$ cat src/rtl/pll_sweep_ctrl.sv
// PLL frequency-step selector and pll_reconfig handshake sequencer.
// Optional: PLL_SWEEP_TIMEOUT_CNT_EN adds a saturating timeout_cnt output.
//
// Ports:
//   clk, rst_n          clock, async active-low reset
//   btn_up/down/auto    debounced button levels (rising edge = request)
//   passcount/failcount tester counters (foreign clock, monotonic)
//   pll_busy            pll_reconfig busy
//   pll_write_from_rom  1-cycle ROM load strobe
//   pll_reconfig        1-cycle apply strobe
//   pll_reconfig_reset  1-cycle strobe on reconfig timeout
//   pos                 frequency step index (0 = fastest)
//   auto_mode           auto sweep active
//   recfg               high for the whole reconfiguration sequence
//   timeout_cnt         (macro only) number of timeouts, saturating
module pll_sweep_ctrl #(
  parameter int NUM_STEPS   = 11,
  parameter int START_POS   = 7,
  parameter int TIMEOUT_CYC = 1000,
  parameter int SETTLE_CYC  = 2097152
) (
  input  logic        clk,
  input  logic        rst_n,
  input  logic        btn_up,
  input  logic        btn_down,
  input  logic        btn_auto,
  input  logic [31:0] passcount,
  input  logic [31:0] failcount,
  input  logic        pll_busy,
  output logic        pll_write_from_rom,
  output logic        pll_reconfig,
  output logic        pll_reconfig_reset,
  output logic [3:0]  pos,
  output logic        auto_mode,
`ifdef PLL_SWEEP_TIMEOUT_CNT_EN
  output logic [7:0]  timeout_cnt,
`endif
  output logic        recfg
);

  localparam int TW = $clog2(TIMEOUT_CYC + 1);
  localparam int SW = $clog2(SETTLE_CYC + 1);
  localparam logic [3:0]    POS_MAX = 4'(NUM_STEPS - 1);
  localparam logic [3:0]    POS_RST = 4'(START_POS);
  localparam logic [TW-1:0] TO_LOAD = TW'(TIMEOUT_CYC);
  localparam logic [SW-1:0] ST_LOAD = SW'(SETTLE_CYC);

  typedef enum logic [2:0] {
    S_IDLE,
    S_LOAD,
    S_WAIT,
    S_ARM,
    S_RECONF
  } state_t;

  state_t        state, state_nxt;
  logic [2:0]    btn_cur, btn_prev;
  logic [3:0]    pos_nxt;
  logic          auto_nxt, recfg_nxt;
  logic          wr_nxt, rc_nxt, start;
  logic [TW-1:0] timer, timer_nxt;
  logic [1:0]    guard, guard_nxt;
  logic [SW-1:0] settle, settle_nxt;
  logic          fail_s1, fail_s2;
  logic          up_ev, down_ev, auto_ev;

  assign up_ev   = btn_cur[0] & ~btn_prev[0];
  assign down_ev = btn_cur[1] & ~btn_prev[1];
  assign auto_ev = btn_cur[2] & ~btn_prev[2];

  // Both counters only ever grow, so the AND is a clean
  // monotonic level that is safe to synchronise bit-wise.
  always_ff @(posedge clk or negedge rst_n) begin
    if (!rst_n) begin
      fail_s1 <= 1'b0;
      fail_s2 <= 1'b0;
    end else begin
      fail_s1 <= (|failcount) & (|passcount);
      fail_s2 <= fail_s1;
    end
  end

  always_ff @(posedge clk or negedge rst_n) begin
    if (!rst_n) begin
      state              <= S_IDLE;
      btn_cur            <= '0;
      btn_prev           <= '0;
      pos                <= POS_RST;
      auto_mode          <= 1'b0;
      recfg              <= 1'b0;
      pll_write_from_rom <= 1'b0;
      pll_reconfig       <= 1'b0;
      timer              <= '0;
      guard              <= '0;
      settle             <= '0;
    end else begin
      state              <= state_nxt;
      btn_cur            <= {btn_auto, btn_down, btn_up};
      btn_prev           <= btn_cur;
      pos                <= pos_nxt;
      auto_mode          <= auto_nxt;
      recfg              <= recfg_nxt;
      pll_write_from_rom <= wr_nxt;
      pll_reconfig       <= rc_nxt;
      timer              <= timer_nxt;
      guard              <= guard_nxt;
      settle             <= settle_nxt;
    end
  end

  always_comb begin
    state_nxt          = state;
    pos_nxt            = pos;
    auto_nxt           = auto_mode;
    recfg_nxt          = recfg;
    wr_nxt             = 1'b0;
    rc_nxt             = 1'b0;
    start              = 1'b0;
    timer_nxt          = timer;
    guard_nxt          = guard;
    settle_nxt         = settle;
    pll_reconfig_reset = 1'b0;
    unique case (state)
      S_IDLE: begin
        if (settle != '0)
          settle_nxt = settle - SW'(1);
        if (auto_ev) begin
          start    = 1'b1;
          auto_nxt = ~auto_mode;
          if (!auto_mode)
            pos_nxt = 4'd0;
        end else if (down_ev && pos < POS_MAX) begin
          start    = 1'b1;
          auto_nxt = 1'b0;
          pos_nxt  = pos + 4'd1;
        end else if (up_ev && pos != 4'd0) begin
          start    = 1'b1;
          auto_nxt = 1'b0;
          pos_nxt  = pos - 4'd1;
        end else if (auto_mode && settle == '0 &&
                     fail_s2 && pos < POS_MAX) begin
          start   = 1'b1;
          pos_nxt = pos + 4'd1;
        end
        if (start) begin
          recfg_nxt = 1'b1;
          state_nxt = S_LOAD;
        end
      end
      S_LOAD: begin
        wr_nxt    = 1'b1;
        state_nxt = S_WAIT;
      end
      S_WAIT: state_nxt = S_ARM;
      S_ARM: begin
        if (!pll_busy) begin
          rc_nxt    = 1'b1;
          timer_nxt = TO_LOAD;
          guard_nxt = 2'd2;
          state_nxt = S_RECONF;
        end
      end
      S_RECONF: begin
        timer_nxt = timer - TW'(1);
        if (guard != 2'd0)
          guard_nxt = guard - 2'd1;
        // Timeout is checked first so it wins a tie.
        if (timer == TW'(1)) begin
          pll_reconfig_reset = 1'b1;
          recfg_nxt          = 1'b0;
          settle_nxt         = ST_LOAD;
          state_nxt          = S_IDLE;
        end else if (guard == 2'd0 && !pll_busy) begin
          recfg_nxt  = 1'b0;
          settle_nxt = ST_LOAD;
          state_nxt  = S_IDLE;
        end
      end
      default: state_nxt = S_IDLE;
    endcase
  end

`ifdef PLL_SWEEP_TIMEOUT_CNT_EN
  always_ff @(posedge clk or negedge rst_n) begin
    if (!rst_n)
      timeout_cnt <= '0;
    else if (pll_reconfig_reset && timeout_cnt != 8'hFF)
      timeout_cnt <= timeout_cnt + 8'd1;
  end
`endif

endmodule
$ cat config.mk
export PLATFORM = sky130hd
export DESIGN_NAME = pll_sweep_ctrl
export DESIGN_NICKNAME = d
export VERILOG_FILES = /design/src/rtl/pll_sweep_ctrl.sv
export SDC_FILE = /design/constraint.sdc
export NUM_CORES = 1
export LEC_CHECK = 0
export ABC_AREA = 1
export BUFFER_PORTS_ARGS = -buffer_cell sky130_fd_sc_hd__buf_2
export CORE_ASPECT_RATIO = 1.25
export CORE_UTILIZATION = 40
export DETAILED_ROUTE_END_ITERATION = 10
export HOLD_SLACK_MARGIN = 0.06
export PLACE_DENSITY = 0.64
export SLEW_MARGIN = 20
export SYNTH_ARGS = -nofsm -noshare
export SYNTH_HDL_FRONTEND = slang
export SYNTH_SLANG_ARGS = --single-unit
$ cat constraint.sdc
create_clock -name clk -period 2.7 [get_ports clk]
set_input_delay 0.135 -clock clk [delete_from_list [all_inputs] [get_ports clk]]
set_output_delay 0.135 -clock clk [all_outputs]
set_load 0.05 [all_outputs]
==> flow_summary.toml, run 1 <==
[routing]
postRouteAntennaNets = 0
drt-vias-per-instance = 4.92
routed_wl_um = 7520
vias = 3079
firstDrtPassIters = 4
first_iter_violations = 145
wire_per_inst_um = 12.0
drc = 0

[synthesis]
synth_fp_nets = 522
synthTopCellsByArea = "dfrtp_1 39%, nand2_1 15%, nor2_1 11%, inv_1 4.2%, nand3_1 4.1%"
synth_compound_area_share_pct = 6.57
postSynthCellCount = 445
synth_mux_area_share_pct = 0.313
yosys_register_bits = 53
async_flop_share_pct = 100
synthFlopType = "dfrtp_1"
synth_edf_count = 0
synth.most_common_cell = "nand2_1"
synthAdderAreaFrac_pct = 2.74
ys_top_cells_by_count = "128 x nand2_1, 90 x nor2_1, 50 x dfrtp_1"
syn_area_per_cell_sq_um = 7.19
synth-xor-area-share_pct = 3.83
synthDistinctLibCells = 38
synth-simple-area-share_pct = 38.6
synth_area_leader_cell = "dfrtp_1"
synth_top_cell_area_share_pct = 39.1
netlist_area_sq_um = 3200
synth_top_family_by_area = "simple AND/OR/NAND/NOR gates"
ys_seq_area_share_pct = 41.6
ys_warn_count = 0

[die]
start_util_pct = 41.1
die_w_um = 82.0
dieArea_sq_um = 8370
num_rows = 36
dieHeight_um = 102
coreArea_sq_um = 7790
pin_count = 79

[global_routing]
grt_pass1_wl_um = 12600
grt_pass1_vias = 2883
antenna_found_initial = 0
grt_overflow = 0
grt_util_all_layers_pct = 20.1
grt_max_degree = 40

[finish]
multiInputGateArea_sq_um = 1670
fin_area_sq_um = 3820
area_growth_syn_to_layout_pct = 19.4
utilization_pct = 49.0
fill_cells = 766
n_antenna_cell = 0
nets = 607
layout-drive-gt1-share_pct = 20.9
seqCellArea_sq_um = 1330

[power_and_ir_drop]
total_power_mw = 3.76
p_leak_nw = 1.95
power_per_cell_area_nw_per_um2 = 983
ir_drop_mv = 0.498

[hold_path]
hold_class = "in -> reg"

[setup_path]
critPathKind = "reg -> reg"
slowest_stage = "dfrtp_1"
rrSetupSlack_ps = 770
r2r_cells = 8
path_max_fanout = 32
r2r_end = "settle[16]$_DFFE_PN0P_"
cp-endpoint = "settle[16]$_DFFE_PN0P_"
r2r-start = "state[1]$_DFFE_PN0P_"
cp-end-kind = "flop"
startpoint = "state[1]$_DFFE_PN0P_"
worstPathRequired_ps = 2910
critPathLaunchType = "flop"
worstPathArrival_ps = 2140
path_cells = "nor2_1 -> nand2_1 -> a21oi_2 -> a21oi_4 -> nand2_4 -> inv_4 -> nand2_1 -> nand2_1"
slowest_delay_ps = 420
crit_path_frequent_cell = "nand2_1"

[sta]
hold_viol_final = 0
fin_setup_tns_ps = 0
post-route-period-util_pct = 71.5
fin_crit_ps = 1930
max_freq_ghz = 0.518
max_slew_margin_pct = 42.9
drv_slew = 0
tightest_slew_ps = 857
rsz0062_at_grt = "false"
finClkSkew_ps = 12.1
final-setup-viol-count = 0

[clock_tree]
clkTransAtPathRegs_ps = 100
tritoncts = "yes"
post_cts_resized = 0
root_buffer = "clkbuf_8"
cts_buffers = 5
insertion_delay_ps = 320
cts_setup_buffers = 0
cts_max_level = 2
clockBufferDepth = 2
cts_sinks = 53

[placed_design]
portBuffers = 78
hpwl_um = 5880
gp_congestion = 0.860
placed_area_sq_um = 3670

[run_status]
status = "finished clean"

[run]
max_cap_viol_count = 0
how the worst min path moves through the flow:
stage,endpoint,cells past startpoint,from,slack (ps)
after floorplan,auto_mode$_DFFE_PN0P_,0,rst_n,-160
after global placement,btn_cur[0]$_DFF_PN0_,1,btn_up,250
after detailed placement,btn_cur[2]$_DFF_PN0_,1,btn_auto,250
after CTS,fail_s1$_DFF_PN0_,4,failcount[17],120
after global routing,fail_s1$_DFF_PN0_,4,failcount[17],130
final,fail_s1$_DFF_PN0_,4,failcount[17],130
report_power, final:
group / internal, mW / leakage, nW / switching, mW
logic: 0.645 / 1.26 / 1.29
registers: 1.06 / 0.637 / 0.288
clock network: 0.208 / 0.0512 / 0.265
cell type report:
| class | instances | area share [%] |
|---|---|---|
| clock buffers | 6 | 2.16 |
| flip-flops and latches | 53 | 34.8 |
| multi-input cells | 345 | 43.6 |
| inverters | 40 | 4.00 |
| clock inverters | 2 | 0.360 |
| repair buffers | 85 | 11.9 |
| well taps | 95 | 3.11 |
through the flow:
step,cells,hold slack (ps),setup slack (ps)
final,626,130,769
after global routing,626,130,509
after CTS,626,123,748
after detailed placement,613,250,784
after global placement,613,247,833
after floorplan,445,-161,834
cells by family (layout without fill, tap and decap cells):
| logic type | Yosys count | after routing |
|---|---|---|
| AND/OR/NAND/NOR | 287 | 287 |
| flip-flops | 53 | 53 |
| buffers and inverters | 47 | 133 |
| AO/OA/AOI/OAI | 36 | 36 |
| XOR/XNOR | 14 | 14 |
| adder cells (fa/ha/maj) | 7 | 7 |
| multiplexers | 1 | 1 |
flip-flops by register name, summed over array words and instances, names as in the netlist:
register,flops
settle,22
fail_s1,1
btn_prev,3
auto_mode,1
pll_reconfig,1
recfg,1
btn_cur,3
timer,10
guard,2
pll_write_from_rom,1
state,3
fail_s2,1
pos,4
layer usage:
| layer | part of all wire, % | GRT usage [%] | up-vias |
|---|---|---|---|
| met4 | 2.1 | 7.96 | 0 |
| met5 | 0 | 0 | - |
| met3 | 3.9 | 3.04 | 8 |
| met1 | 41 | 22.5 | 1377 |
| met2 | 53 | 37.3 | 96 |
| li1 | - | - | 1598 |
placed cells by master (no fill, tap or decap), types with 3 or more instances in the layout:
cell type	Yosys	layout
a21oi_1	3	3
buf_2	2	78
clkbuf_8	0	6
dfrtp_1	50	50
dfstp_2	3	3
dlygate4sd3_1	0	5
ha_1	7	7
inv_1	36	36
nand2_1	128	128
nand2_2	3	3
nand3_1	26	26
nand4_1	15	15
nor2_1	90	90
nor2_2	4	4
nor4_1	9	9
o21ai_0	9	9
o21ai_1	15	15
or2_2	3	3
xnor2_1	4	4
xor2_1	10	10
critical path, delay by kind of cell (launching register included):
family	cells	cell delay, ps
AO/OA/AOI/OAI	2	420
buffers and inverters	1	130
flip-flops	1	420
AND/OR/NAND/NOR	5	830
timing repair:
action / in CTS / in global routing
setup endpoints to repair: 0 / 0
hold endpoints to repair: 38 / 0
hold buffers: 5 / 0
Power figures use the tool's default switching activity.
==> run 2, diff against run 1 <==
PLACE_DENSITY = 0.66   (was 0.64)
clock period = 1.7 ns   (was 2.7 ns; I/O delays follow)
==> run 2 against run 1 <==
  * Wire length rose by 4.7%
  * Clock skew shrank 1.5 ps
  * Die area did not move
  * Via count up 3.8%
  * Sequential power is 58% higher
  * Combinational power increased by 91%
  * Fmax increased by 16%
  * Power up 75%
  * Utilization is 4.2 points higher
  * First-iteration DRC count down 0.69%
  * Critical path depth grew 1
  * Setup slack worse by 740 ps
  * Critical path type unchanged
==> flow_summary.toml, run 2 (synthesis results as in run 1) <==
[power_and_ir_drop]
ir_drop_mv = 0.972
p_leak_nw = 2.09
combinationalPowerShare_pct = 56.3
p_sw_mw = 3.17
swShare_pct = 48.1
p_int_mw = 3.41
power_per_cell_area_nw_per_um2 = 1580
pwr-share-clk_pct = 11.3
seq_power_share_pct = 32.4

[setup_path]
r2r_end = "pos[3]$_DFFE_PN0P_"
slowest_stage = "dfstp_4"
worstPathArrival_ps = 1890
worstPathRequired_ps = 1920
r2r_cells = 9
critPathLaunchType = "flop"
path_max_fanout = 6
slowest_delay_ps = 660
r2r-start = "pos[1]$_DFFE_PN1P_"
cp-end-kind = "flop"
rrSetupSlack_ps = 30
path_cells = "inv_4 -> ha_4 -> a21oi_4 -> buf_6 -> nand3_1 -> nand3_1 -> nand2_1 -> nand4_1 -> nand2_1"
critPathKind = "reg -> reg"

[sta]
max_slew_margin_pct = 72.3
finClkSkew_ps = 10.5
drv_slew = 0
tightest_slew_ps = 410
fin_setup_tns_ps = 0
max_freq_ghz = 0.600
fin_crit_ps = 1670
post-route-period-util_pct = 98.1
setup_slack_ps = 32.7
rsz0062_at_grt = "true"
hold_viol_final = 0
final-setup-viol-count = 0

[clock_tree]
cts_sinks = 53
clkTransAtPathRegs_ps = 110
root_buffer = "clkbuf_8"
tritoncts = "yes"
cts_buffers = 5
cts_max_level = 2
insertion_delay_ps = 320
clockBufferDepth = 2

[run_status]
status = "finished clean"

[finish]
area_growth_syn_to_layout_pct = 29.6
fin_area_sq_um = 4150
nets = 634
final_cell_mix = "124 x nand2_1, 83 x nor2_1, 77 x buf_2"
layout-drive-gt1-share_pct = 28.5
largest_reg_flops = 22
fill_cells = 754
n_antenna_cell = 0
largest-register = "settle"
layout_commonest_cell = "nand2_1"
top_regs = "settle (22), timer (10), pos (4)"
utilization_pct = 53.2

[routing]
firstDrtPassIters = 4
routed_wl_um = 7870
drc = 0
vias = 3196
first_iter_violations = 144
drt-vias-per-instance = 4.89
postRouteAntennaNets = 0
wire_per_inst_um = 12.1

[global_routing]
grt_util_all_layers_pct = 19.9
grt_max_degree = 22
grt_overflow = 0
grt_pass1_vias = 2920
antenna_found_initial = 0
grt_pass1_wl_um = 12700

[die]
start_util_pct = 41.1
die_w_um = 82.0
pin_count = 79
dieArea_sq_um = 8370
coreArea_sq_um = 7790
num_rows = 36
dieHeight_um = 102

[run]
max_cap_viol_count = 0

[placed_design]
hpwl_um = 6070
gp_congestion = 0.878
post-place-ws_ps = 35.2
placed_area_sq_um = 3800
portBuffers = 78

[hold_path]
holdPathStages = 4
holdCritStartpoint = "passcount[22]"
hold_class = "in -> reg"
hold_end = "fail_s1$_DFF_PN0_"
run 2: changes by cell type in the layout (fill, tap and decap cells not counted), moves of 3 or more:
cell	previous run	this run
buf_4	2	24
inv_2	2	7
nand2_1	128	124
buf_6	0	3
nand2_2	3	8
ha_1	7	4
nor2_2	4	10
inv_1	36	31
nor2_1	90	83
run 2: area by class of cell:
class	count	area, sq um	area share, %
Inverter	40	155	3.74
Clock inverter	3	25.0	0.603
Timing Repair Buffer	111	684	16.5
Multi-Input combinational cell	346	1760	42.4
Tap cell	95	119	2.86
Clock buffer	5	68.8	1.66
Sequential cell	53	1340	32.2
run 2: per-stage QoR:
step / hold WS (ps) / instances / power (mW)
2_1_floorplan: -211 / 445 / 4.62
3_3_place_gp: 51.0 / 625 / 5.40
3_5_place_dp: 50.8 / 625 / 5.48
4_1_cts: 89.1 / 640 / 6.29
5_1_grt: 115 / 653 / 7.20
6_report: 91.6 / 653 / 6.57
run 2: routing by layer:
metal  wire length (um)  global-route usage [%]  part of all wire, %
met4                117                    6.75                  1.5
met1               3330                    21.7                   42
met2               4180                    38.1                   53
met5                  0                       0                    0
met3                243                    2.77                  3.1
run 2: worst max path at each step:
stage | slack, ps | from | end
final | 30 | pos[1]$_DFFE_PN1P_ | pos[3]$_DFFE_PN0P_
after detailed placement | 40 | pos[1]$_DFFE_PN1P_ | pos[3]$_DFFE_PN0P_
after global routing | -60 | timer[5]$_DFFE_PN0P_ | pll_reconfig_reset
after CTS | 1 | timer[1]$_DFFE_PN0P_ | pll_reconfig_reset
after floorplan | 8 | pos[0]$_DFFE_PN1P_ | pos[3]$_DFFE_PN0P_
after global placement | 60 | pos[1]$_DFFE_PN1P_ | pos[3]$_DFFE_PN0P_
run 2: repair_timing:
action / in CTS / in global routing
endpoints found under the setup margin: 1 / 26
pin swaps: 2 / 12
buffers inserted: 2 / 12
hold buffers: 5 / 0
cloned: 0 / 1
gates resized for setup: 6 / 25
endpoints found under the hold margin: 23 / 0
run 2: power groups by stage:
stage	Combinational, mW	Sequential (mW)	Clock, mW
finish	3.70	2.13	0.746
global route	4.19	2.18	0.830
CTS	3.41	2.10	0.776
detailed placement	3.36	2.12	0
global placement	3.29	2.12	0
floorplan	2.31	2.32	0
run 2: critical path: cells and delay by family, from the launching register on:
family	cells	cell delay (ps)
AND/OR/NAND/NOR	5	310
buffers and inverters	2	180
AO/OA/AOI/OAI	1	250
adder cells (fa/ha/maj)	1	160
flip-flops	1	660
==> run 3, diff against run 2 <==
PLACE_DENSITY = 0.64   (was 0.66)
clock period = 2.16 ns   (was 1.7 ns; I/O delays follow)
==> run 3 against run 2 <==
  * Utilization down 3.8 points
  * Non-clock buffer count decreased by 24
  * Critical path type unchanged
  * Largest power group unchanged
  * Critical path depth down 1
  * Critical endpoint unchanged
  * Global-route usage fell by 0.063 points
  * Clock power down 7.6%
==> flow_summary.toml, run 3 (synthesis results as in run 1) <==
[global_routing]
grt_pass1_wl_um = 12700
antenna_found_initial = 0
grt_pass1_vias = 2952
grt_util_all_layers_pct = 19.8
grt_overflow = 0
grt_max_degree = 39

[finish]
top_regs = "settle (22), timer (10), pos (4)"
utilization_pct = 49.4
final_cell_mix = "128 x nand2_1, 90 x nor2_1, 78 x buf_2"
area_growth_syn_to_layout_pct = 20.3
nets = 609
layout_commonest_cell = "nand2_1"
layout-drive-gt1-share_pct = 21.2
largest_reg_flops = 22
multiInputGateArea_sq_um = 1670
seqCellArea_sq_um = 1330
n_antenna_cell = 0
fill_cells = 783
fin_area_sq_um = 3850
largest-register = "settle"

[routing]
vias = 3102
routed_wl_um = 7590
firstDrtPassIters = 4
first_iter_violations = 92
drt-vias-per-instance = 4.94
wire_per_inst_um = 12.1
drc = 0
postRouteAntennaNets = 0

[sta]
rsz0062_at_grt = "false"
fin_setup_tns_ps = 0
final-setup-viol-count = 0
holdWs_ps = 112
finClkSkew_ps = 7.56
drv_slew = 0
fin_crit_ps = 1840
post-route-period-util_pct = 85.0
max_freq_ghz = 0.545
max_slew_margin_pct = 44.1
hold_viol_final = 0
tightest_slew_ps = 839

[power_and_ir_drop]
p_leak_nw = 1.97
power_per_cell_area_nw_per_um2 = 1250
pwr-share-clk_pct = 14.3
ir_drop_mv = 0.969
seq_power_share_pct = 34.9
swShare_pct = 48.3
p_int_mw = 2.49
p_sw_mw = 2.33
combinationalPowerShare_pct = 50.8

[die]
dieHeight_um = 102
start_util_pct = 41.1
dieArea_sq_um = 8370
num_rows = 36
pin_count = 79
coreArea_sq_um = 7790
die_w_um = 82.0

[clock_tree]
cts_buffers = 5
root_buffer = "clkbuf_8"
clockBufferDepth = 2
cts_sinks = 53
clkTransAtPathRegs_ps = 100
insertion_delay_ps = 320
cts_max_level = 2
post_cts_resized = 0
tritoncts = "yes"

[placed_design]
portBuffers = 78
hpwl_um = 5970
gp_congestion = 0.957
placed_area_sq_um = 3690

[setup_path]
worstPathRequired_ps = 2380
worstPathArrival_ps = 2050
critPathKind = "reg -> reg"
path_max_fanout = 7
cp-end-kind = "flop"
critPathLaunchType = "flop"

[hold_path]
hold_class = "in -> reg"

[run]
max_cap_viol_count = 0

[run_status]
status = "finished clean"
==> run 3: cell count changes in the layout (fill, tap and decap cells not counted), sizes merged <==
cell and delta:
clkinvlp -1, clkinv +1, bufinv +1, inv -1
buf -24, nand2 -1
==> run 3: timing repair <==
| item | in CTS | in global routing |
|---|---|---|
| hold buffers | 5 | 0 |
| buffers inserted | 0 | 0 |
| endpoints found under the hold margin | 37 | 0 |
==> run 3: worst paths after layout <==
check | startpoint | endpoint | slack [ps] | cells past startpoint
worst max-delay path | pos[0]$_DFFE_PN1P_ | pos[3]$_DFFE_PN0P_ | 320 | 8
worst max register to register | pos[0]$_DFFE_PN1P_ | pos[3]$_DFFE_PN0P_ | 320 | 8
max in group asynchronous | rst_n | timer[7]$_DFFE_PN0P_ | 1060 | 3
worst min register to register | fail_s1$_DFF_PN0_ | fail_s2$_DFF_PN0_ | 360 | 0
worst min-delay path | failcount[16] | fail_s1$_DFF_PN0_ | 110 | 4
min in group asynchronous | rst_n | btn_prev[1]$_DFF_PN0_ | 420 | 2
==> run 3: worst max-delay path: stages (launching register included) <==
cell,delay (ps)
dfstp_2,590
inv_1,70
ha_1,230
a21oi_2,300
nor2_2,100
nand2_2,120
nand3_1,140
nand2_1,120
nand2_1,50
==> run 3: layout make-up <==
| cell class | instances | area share (%) |
|---|---|---|
| multi-input combinational | 345 | 43.3 |
| tap | 95 | 3.09 |
| clock inverter | 3 | 1.14 |
| clock buffer | 5 | 1.79 |
| timing repair buffer | 87 | 12.2 |
| inverter | 40 | 3.96 |
| sequential | 53 | 34.5 |
==> run 3: stage by stage <==
stage               setup slack (ps)  power (mW)  std cells
floorplan                        294        3.59        445
global placement                 398        4.07        615
detailed placement               360        4.13        615
CTS                              338        4.84        628
global route                     142        5.29        628
finish                           324        4.81        628
==> run 3: power by group through the flow <==
stage / Clock (mW) / Combinational [mW] / Sequential (mW)
2_1_floorplan: 0 / 1.78 / 1.81
4_1_cts: 0.712 / 2.45 / 1.67
6_report: 0.689 / 2.44 / 1.68
3_5_place_dp: 0 / 2.44 / 1.69
3_3_place_gp: 0 / 2.39 / 1.68
5_1_grt: 0.749 / 2.81 / 1.73
==> run 3: metal layers <==
metal	share of wire [%]	routed length, um	vias up	global-route usage, %
met2	52	3960	97	38.3
li1	-	-	1600	-
met3	4.5	338	13	2.50
met1	41	3120	1392	21.2
met4	2.2	167	0	7.56
met5	0	0	-	0
